**src/rtl/fifo_wr_arb_pkg.sv**
```systemverilog
// rtl/fifo_wr_arb_pkg.sv - shared state type and index helper for fifo_wr_arbiter
package fifo_wr_arb_pkg;

  localparam int MAX_PRODUCERS = 16;

  typedef enum logic {
    IDLE  = 1'b0,
    GRANT = 1'b1
  } arb_state_t;

  function automatic logic [3:0] onehot2idx(input logic [MAX_PRODUCERS-1:0] onehot);
    logic [3:0] idx;
    idx = '0;
    for (int i = 0; i < MAX_PRODUCERS; i++) begin
      if (onehot[i]) idx = idx | 4'(i);
    end
    return idx;
  endfunction

endpackage

```
**src/rtl/fifo_wr_arbiter_rr_picker.sv**
```systemverilog
// rtl/fifo_wr_arbiter_rr_picker.sv - combinational round-robin pick of the first request at or after ptr
module rr_picker #(
  parameter int N = 4,
  localparam int PW = (N > 1) ? $clog2(N) : 1
) (
  input  logic [N-1:0]  req,
  input  logic [PW-1:0] ptr,
  output logic [N-1:0]  pick,
  output logic          found
);

  logic [2*N-1:0] req_dbl;
  logic [2*N-1:0] pick_dbl;
  logic [N-1:0]   req_rot;
  logic [N-1:0]   pick_rot;

  // Rotate so ptr sits at bit 0, isolate the lowest set bit, rotate back.
  always_comb begin
    req_dbl  = {req, req} >> ptr;
    req_rot  = N'(req_dbl);
    pick_rot = req_rot & (~req_rot + N'(1));
    pick_dbl = {pick_rot, pick_rot} << ptr;
    pick     = N'(pick_dbl >> N);
    found    = |req;
  end

endmodule

```
**src/rtl/fifo_wr_arbiter.sv**
```systemverilog
// rtl/fifo_wr_arbiter.sv - round-robin burst arbiter sharing one FIFO write port among N producers
// Optional almost-full admission gate: FIFO_WR_ARB_AFULL_EN
module fifo_wr_arbiter
  import fifo_wr_arb_pkg::*;
#(
  parameter int N          = 4,
  parameter int DWIDTH     = 8,
  parameter int AWIDTH_EXP = 3,
  parameter int BURST_LEN  = 4
`ifdef FIFO_WR_ARB_AFULL_EN
  ,
  parameter int AFULL_LEVEL = 2**AWIDTH_EXP - 2
`endif
) (
  input  logic                  clk_i,
  input  logic                  srst_i,
  input  logic [N-1:0]          req_valid_i,
  input  logic [N*DWIDTH-1:0]   req_data_i,
  output logic [N-1:0]          req_ready_o,
  output logic [DWIDTH-1:0]     fifo_data_o,
  output logic                  fifo_wrreq_o,
  input  logic                  fifo_full_i,
  input  logic [AWIDTH_EXP-1:0] fifo_usedw_i,
  output logic [N-1:0]          grant_o,
  output logic                  busy_o
);

  localparam int PW = $clog2(N);
  localparam int CW = $clog2(BURST_LEN + 1);

  arb_state_t    state;
  arb_state_t    next_state;
  logic [N-1:0]  grant_q;
  logic [PW-1:0] rr_ptr;
  logic [CW-1:0] burst_cnt;

  logic [N-1:0]  pick;
  logic          found;
  logic [PW-1:0] g_idx;
  logic [PW-1:0] rr_next;
  logic          g_valid;
  logic          xfer;
  logic          burst_done;
  logic          release_grant;
  logic          start_grant;
  logic          afull;

  rr_picker #(.N(N)) u_picker (
    .req   (req_valid_i),
    .ptr   (rr_ptr),
    .pick  (pick),
    .found (found)
  );

`ifdef FIFO_WR_ARB_AFULL_EN
  localparam int FW = AWIDTH_EXP + 1;
  logic [AWIDTH_EXP:0] fill;
  // usedw wraps to 0 when full, so full supplies the missing top count.
  assign fill  = fifo_full_i ? FW'(2**AWIDTH_EXP) : {1'b0, fifo_usedw_i};
  assign afull = (fill >= FW'(AFULL_LEVEL));
`else
  logic unused_usedw;
  assign unused_usedw = ^fifo_usedw_i;
  assign afull        = 1'b0;
`endif

  assign g_idx   = PW'(onehot2idx(MAX_PRODUCERS'(grant_q)));
  assign rr_next = (g_idx == PW'(N - 1)) ? '0 : g_idx + PW'(1);

  always_comb begin
    g_valid       = |(req_valid_i & grant_q);
    xfer          = (state == GRANT) && g_valid && !fifo_full_i;
    burst_done    = xfer && (burst_cnt == CW'(BURST_LEN - 1));
    // A full FIFO with valid still high is a stall; only a gap or a finished burst releases.
    release_grant = (state == GRANT) && (!g_valid || burst_done);
    start_grant   = (state == IDLE) && found && !afull;
  end

  always_ff @(posedge clk_i) begin
    if (srst_i) state <= IDLE;
    else        state <= next_state;
  end

  always_comb begin
    next_state = state;
    case (state)
      IDLE:  if (start_grant)   next_state = GRANT;
      GRANT: if (release_grant) next_state = IDLE;
    endcase
  end

  always_ff @(posedge clk_i) begin
    if (srst_i) begin
      grant_q   <= '0;
      rr_ptr    <= '0;
      burst_cnt <= '0;
    end else begin
      if (start_grant) begin
        grant_q   <= pick;
        burst_cnt <= '0;
      end
      if (xfer) burst_cnt <= burst_cnt + CW'(1);
      if (release_grant) begin
        grant_q <= '0;
        rr_ptr  <= rr_next;
      end
    end
  end

  always_comb begin
    req_ready_o  = '0;
    fifo_wrreq_o = 1'b0;
    fifo_data_o  = '0;
    busy_o       = 1'b0;
    if (state == GRANT) begin
      busy_o       = 1'b1;
      req_ready_o  = fifo_full_i ? '0 : grant_q;
      fifo_wrreq_o = xfer;
      for (int i = 0; i < N; i++) begin
        if (grant_q[i]) fifo_data_o = fifo_data_o | req_data_i[i*DWIDTH +: DWIDTH];
      end
    end
  end

  assign grant_o = grant_q;

endmodule

```
**config.mk**
```make
export PLATFORM = sky130hd
export DESIGN_NAME = fifo_wr_arbiter
export DESIGN_NICKNAME = d
export VERILOG_FILES = /design/src/rtl/fifo_wr_arb_pkg.sv /design/src/rtl/fifo_wr_arbiter_rr_picker.sv /design/src/rtl/fifo_wr_arbiter.sv
export SDC_FILE = /design/constraint.sdc
export NUM_CORES = 1
export LEC_CHECK = 0
export CAP_MARGIN = 20
export CORE_ASPECT_RATIO = 1.1
export CORE_MARGIN = 4
export CORE_UTILIZATION = 33
export DETAILED_ROUTE_END_ITERATION = 6
export GPL_ROUTABILITY_DRIVEN = 0
export PLACE_DENSITY_LB_ADDON = 0.25
export SYNTH_ARGS = -nofsm -noshare
export SYNTH_HDL_FRONTEND = slang
export SYNTH_HIERARCHICAL = 1
export SYNTH_SLANG_ARGS = --single-unit
```
**constraint.sdc**
```tcl
create_clock -name clk_i -period 2 [get_ports clk_i]
set_clock_uncertainty 0.05 [all_clocks]
set_input_delay 0.4 -clock clk_i [delete_from_list [all_inputs] [get_ports clk_i]]
set_output_delay 0.4 -clock clk_i [all_outputs]
set_load 0.02 [all_outputs]
```
=== After elaboration in Yosys (flattened, before gate mapping) ===
Index checks and enable logic that the tools add are counted.

* Memory bits (read-only): 0
* Bits in registers: 10
* Latch bits: 0
* Bits in writable memories: 0
* Memories kept: 0
* Output and inout bits: 18

* $add $sub $neg: 3
* Shift operators: 2
* Bitwise operators: 7
* Equal/unequal tests: 2
* Mux-type cells: 21
* Div/mod/pow operators: 0
* Multipliers: 0
* Reductions and logical operators: 12
* Magnitude comparators: 0

{| class="wikitable"
|+ Operators by type and width
! kind !! number
|-
| $mux 8 || 8
|-
| $or 8x8->8 || 3
|-
| $and 4x4->4 || 2
|-
| $mux 4 || 2
|-
| $reduce_or 4->1 || 2
|-
| $shl 8x2->8 || 1
|-
| $shr 8x2->4 || 1
|-
| $mux 2 || 3
|-
| $mux 3 || 2
|-
| $logic_and 1x1->1 || 5
|-
| $mux 1 || 5
|-
| $add 4x1->4 const B || 1
|-
| $not 4->4 || 1
|-
| $add 3x1->3 const B || 1
|-
| $eq 3x2->1 const B || 1
|-
| $add 2x1->2 const B || 1
|-
| $eq 2x2->1 const B || 1
|-
| $logic_not 1->1 || 2
|-
| $pmux 1 s2 || 1
|-
| $reduce_bool 2->1 || 1
|-
| $reduce_or 2->1 || 1
|-
| $logic_or 1x1->1 || 1
|-
| $not 1->1 || 1
|}

=== Depth between registers and ports, before layout ===
* Depth after elaboration: 11
* Gate-level depth with buffers: 6

=== Modules after synthesis ===
The synthesis kept the hierarchy.

{| class="wikitable"
|+ By module, submodules not included
! module !! area an instance (µm²) !! cells each !! seq. area each (µm²) !! instances
|-
| fifo_wr_arbiter || 679.4 || 88 || 200.2 || 1
|-
| rr_picker || 117.6 || 19 || 0.0 || 1
|}

=== Worst setup path before layout ===
OpenSTA, ideal clock, no wires.

* Path type: flip-flop to flip-flop
* Start: reg state
* End: reg burst_cnt[0]
* Required time: 1.885 ns
* Setup slack: 0.217 ns
* Path buffers: 0
* Arrival: 1.668 ns
* Library setup time: 0.065 ns
* Cell stages (with the launch flop): 5
* Path through: dfxtp_1 and2b_1 a21boi_1 mux2_2 nor2_1

* Word-level cells in the longest chain between the ends: 3

{| class="wikitable"
|+ Ends and longest elaborated chain
! element !! line !! RTL
|-
| from (decl) || fifo_wr_arbiter.sv:31 || <nowiki>arb_state_t state;</nowiki>
|-
| from (signal assigned) || fifo_wr_arbiter.sv:81 || <nowiki>else state <= next_state;</nowiki>
|-
| $logic_and 1x1->1 or $not 1->1 (tied branches) || - ||
|-
| $logic_and 1x1->1, on equally long branches || fifo_wr_arbiter.sv:72, fifo_wr_arbiter.sv:76 ||
|-
| $mux 3 or $reduce_bool 2->1 (tied branches) || - ||
|-
| to (signal assigned) || fifo_wr_arbiter.sv:102 || <nowiki>if (xfer) burst_cnt <= burst_cnt + CW'(1);</nowiki>
|-
| to (decl) || fifo_wr_arbiter.sv:35 || <nowiki>logic [CW-1:0] burst_cnt;</nowiki>
|}

Parallel ways exist; a longest one is shown, timed or not.
A chain may end at the register's enable or synchronous reset.

=== Worst setup path after layout ===
* Start: reg grant_q[3] (netlist: grant_o[3])
* End: out grant_o[3]

{| class="wikitable"
|+ RTL lines
! element !! line !! RTL
|-
| from (decl) || fifo_wr_arbiter.sv:33 || <nowiki>logic [N-1:0] grant_q;</nowiki>
|-
| from (signal assigned) || fifo_wr_arbiter.sv:99 || <nowiki>grant_q <= pick;</nowiki>
|-
| to (decl) || fifo_wr_arbiter.sv:24 || <nowiki>output logic [N-1:0] grant_o,</nowiki>
|}

No word-level cell between the ends.

==> results_dict.tcl <==
set metrics [dict create \
    status "completed" \
    cts.sinks 10 \
    powerDensity_mw_per_mm2 425 \
    clk_latency_ps 270 \
    r2r-end "rr_ptr[0]" \
    die_y_um 59.5 \
    drt_first_iter_violations 18 \
    r2r_start "state" \
    cts_tree "yes" \
    syn2layout_area_growth_pct 93.9 \
    worstPathRequired_ps 1550 \
    ys_top_cells_by_area "dfxtp_1 25%, a22oi_1 15%, a21oi_1 11%" \
    wl_per_cell_um 14.8 \
    min_period_over_period_pct 97.5 \
    die_w_um 54.9 \
    synthSimpleGateAreaFrac_pct 20.4 \
    hold_path_class "reg2reg" \
    grt_overflow_total 0 \
    grt_use_total_pct 19.1 \
    routed-via-count 1101 \
    drc 0 \
    hold_viol 0 \
    crit_buf_inv 2 \
    rows 18 \
    critPathMaxFanout 11 \
    antenna-diode-count 0 \
    initial_utilization_pct 35.0 \
    ctsHoldBuffers 0 \
    arrival_ps 1500 \
    critPathLaunch "grant_o[3]" \
    grt_max_degree 12 \
    crit_path_cell_trace "buf_4, clkdlybuf4s50_1" \
    synth_fa_ha_area_share_pct 3.14 \
    wl_met2_um 1670 \
    dieArea_mm2 0.00327 \
    drive_gt1_share_pct 22.8 \
    synth_top_cell_area_share_pct 25.1 \
    leakage_nw 0.608 \
    drt-total-wl_um 3120 \
    synth_cells 107 \
    synth_compound_area_share_pct 43.2 \
    final_area_mm2 0.00155 \
    end_kind "output port" \
    antenna_found_initial 0 \
    setup_viol 0 \
    cts-buffers-inserted 3 \
    min_path_cells 2 \
    critical_path_class "reg2out" \
    endpoint "grant_o[3]" \
    via_per_inst 5.24 \
    clock_path_buffers 2 \
    wl_met1_um 1220 \
    boundaryPins 60 \
    yosys_warnings 6 \
    ys_seq_area_share_pct 25.1 \
    max_freq_mhz 513 \
    io_buffers 56 \
    htree_levels 1 \
    crit_family "buffers and inverters" \
    synthMuxAreaShare_pct 2.83 \
    drt_first_pass_iters 4 \
    power_uw 657 \
    ir_drop_mv 0.497 \
    grt_pass1_wl_um 4610 \
    r2r_slack_ps 290 \
    coreArea_mm2 0.00227 \
    synth_nets 151 \
    synth-xor-area-share_pct 1.10 \
    worst_path_largest_cell_delay_ps 590 \
    critical_path_depth 2 \
    root_buffer "clkbuf_4" \
    ant_nets 0 \
    wl_met3_um 176 \
    reg2reg_depth 5 \
    synth_top_family_by_area "compound AO/OA/AOI/OAI gates" \
    place_area_mm2 0.00151 \
    final_util_pct 67.9 \
    dp_hpwl_um 2410 \
    clk_pin_slew_worst_paths_ps 70 \
    tns_ps 0 \
    grt_setup_unrepaired "false" \
    grt_pass1_vias 1063 \
    maxSlewViolCount 0 \
    yosysUniqueCellTypes 28 \
    synth_top_area_cell "dfxtp_1" \
    startpoint_type "register" \
    fin_nets 225 \
    highest-signal-layer "met4" \
    syn_avg_cell_area_um2 7.45 \
    whs_ps 448 \
    min_period_ps 1950 \
    crit_slowest_cell "clkdlybuf4s50_1" \
    syn-cell-area_um2 797 \
    worst_pin_slew_ps 348 \
    ys_seq_elements 10 \
    drv_cap 0 \
    relSlewSlack_pct 76.8 \
]
cell usage after synthesis, drive strengths merged:
cell type	number
and2b	1
nand2	9
inv	3
nand2b	2
dfxtp	10
a22oi	18
o21ai	7
nor2	8
o221a	1
nor2b	3
or4	2
a2bb2oi	1
buf	1
clkbuf	5
mux2	2
and3	1
a21boi	1
a21oi	18
a21o	1
ha	2
nand3b	1
o21a	2
a211oi	1
xnor2	1
o22ai	1
and2	5
metal layers:
layer | track usage (%) | vias to the layer above
met5 | 0 | -
met4 | 5.69 | 0
met3 | 2.77 | 8
met2 | 35.3 | 44
met1 | 21.5 | 506
li1 | - | 543
flip-flops by register name, indices dropped and copies added, names as in the netlist:
signal / flops
rr_ptr: 2
state: 1
grant_o: 4
burst_cnt: 3
worst register-to-register path, stage by stage, from the launching register on:
cell             delay, ps
dfxtp_2                400
clkinvlp_4             110
clkdlybuf4s18_2        260
buf_4                  170
or4_1                  500
a21oi_1                160
what timing repair did:
| item | CTS | global route |
|---|---|---|
| cloned | 0 | 0 |
| endpoints found under the setup margin | 14 | 4 |
| buffers inserted | 2 | 1 |
| gates resized for setup | 36 | 1 |
| pin swaps | 1 | 0 |
placed cells by master (no fill, tap or decap), drive strengths merged, types with 3 or more instances in the layout:
cell type,count
clkdlybuf4s15,3
clkbuf,4
a21oi,18
clkdlybuf4s50,43
nor2,8
buf,23
dlygate4sd2,5
a22oi,18
dfxtp,10
nor2b,3
o21ai,7
and2,5
nand2,9
worst min path at each step:
stage / from / end / slack, ps
final: burst_cnt[1] / burst_cnt[1] / 450
after global routing: burst_cnt[1] / burst_cnt[1] / 480
after CTS: burst_cnt[1] / burst_cnt[1] / 450
after detailed placement: burst_cnt[1] / burst_cnt[1] / 440
after global placement: burst_cnt[1] / burst_cnt[1] / 430
after floorplan: burst_cnt[1] / burst_cnt[1] / 420
area by class of cell:
| type | instances | area [µm²] |
|---|---|---|
| clock buffer | 4 | 36.3 |
| fill | 197 | 729 |
| inverter | 3 | 15.0 |
| multi-input combinational | 88 | 563 |
| sequential | 10 | 203 |
| tap | 30 | 37.5 |
| timing repair buffer | 75 | 691 |
cells by family after synthesis:
kind of cell	Yosys count
compound gates	51
xor+xnor	1
fa+ha+maj	2
buf+inv	9
flops	10
mux	2
simple gates	32
stage by stage:
| stage | setup slack (ps) | cells |
|---|---|---|
| after floorplan | 217 | 107 |
| after global placement | -320 | 203 |
| after detailed placement | -335 | 203 |
| after CTS | 25.5 | 209 |
| after global routing | 3.70 | 210 |
| final | 50.7 | 210 |
where the power goes:
group | total, mW | internal [mW] | switching, mW | leakage, nW
combinational | 0.251 | 0.149 | 0.102 | 0.505
sequential | 0.224 | 0.209 | 0.0152 | 0.0822
clock | 0.182 | 0.111 | 0.0711 | 0.0210
Note: power is estimated with default switching activity, not from simulation.
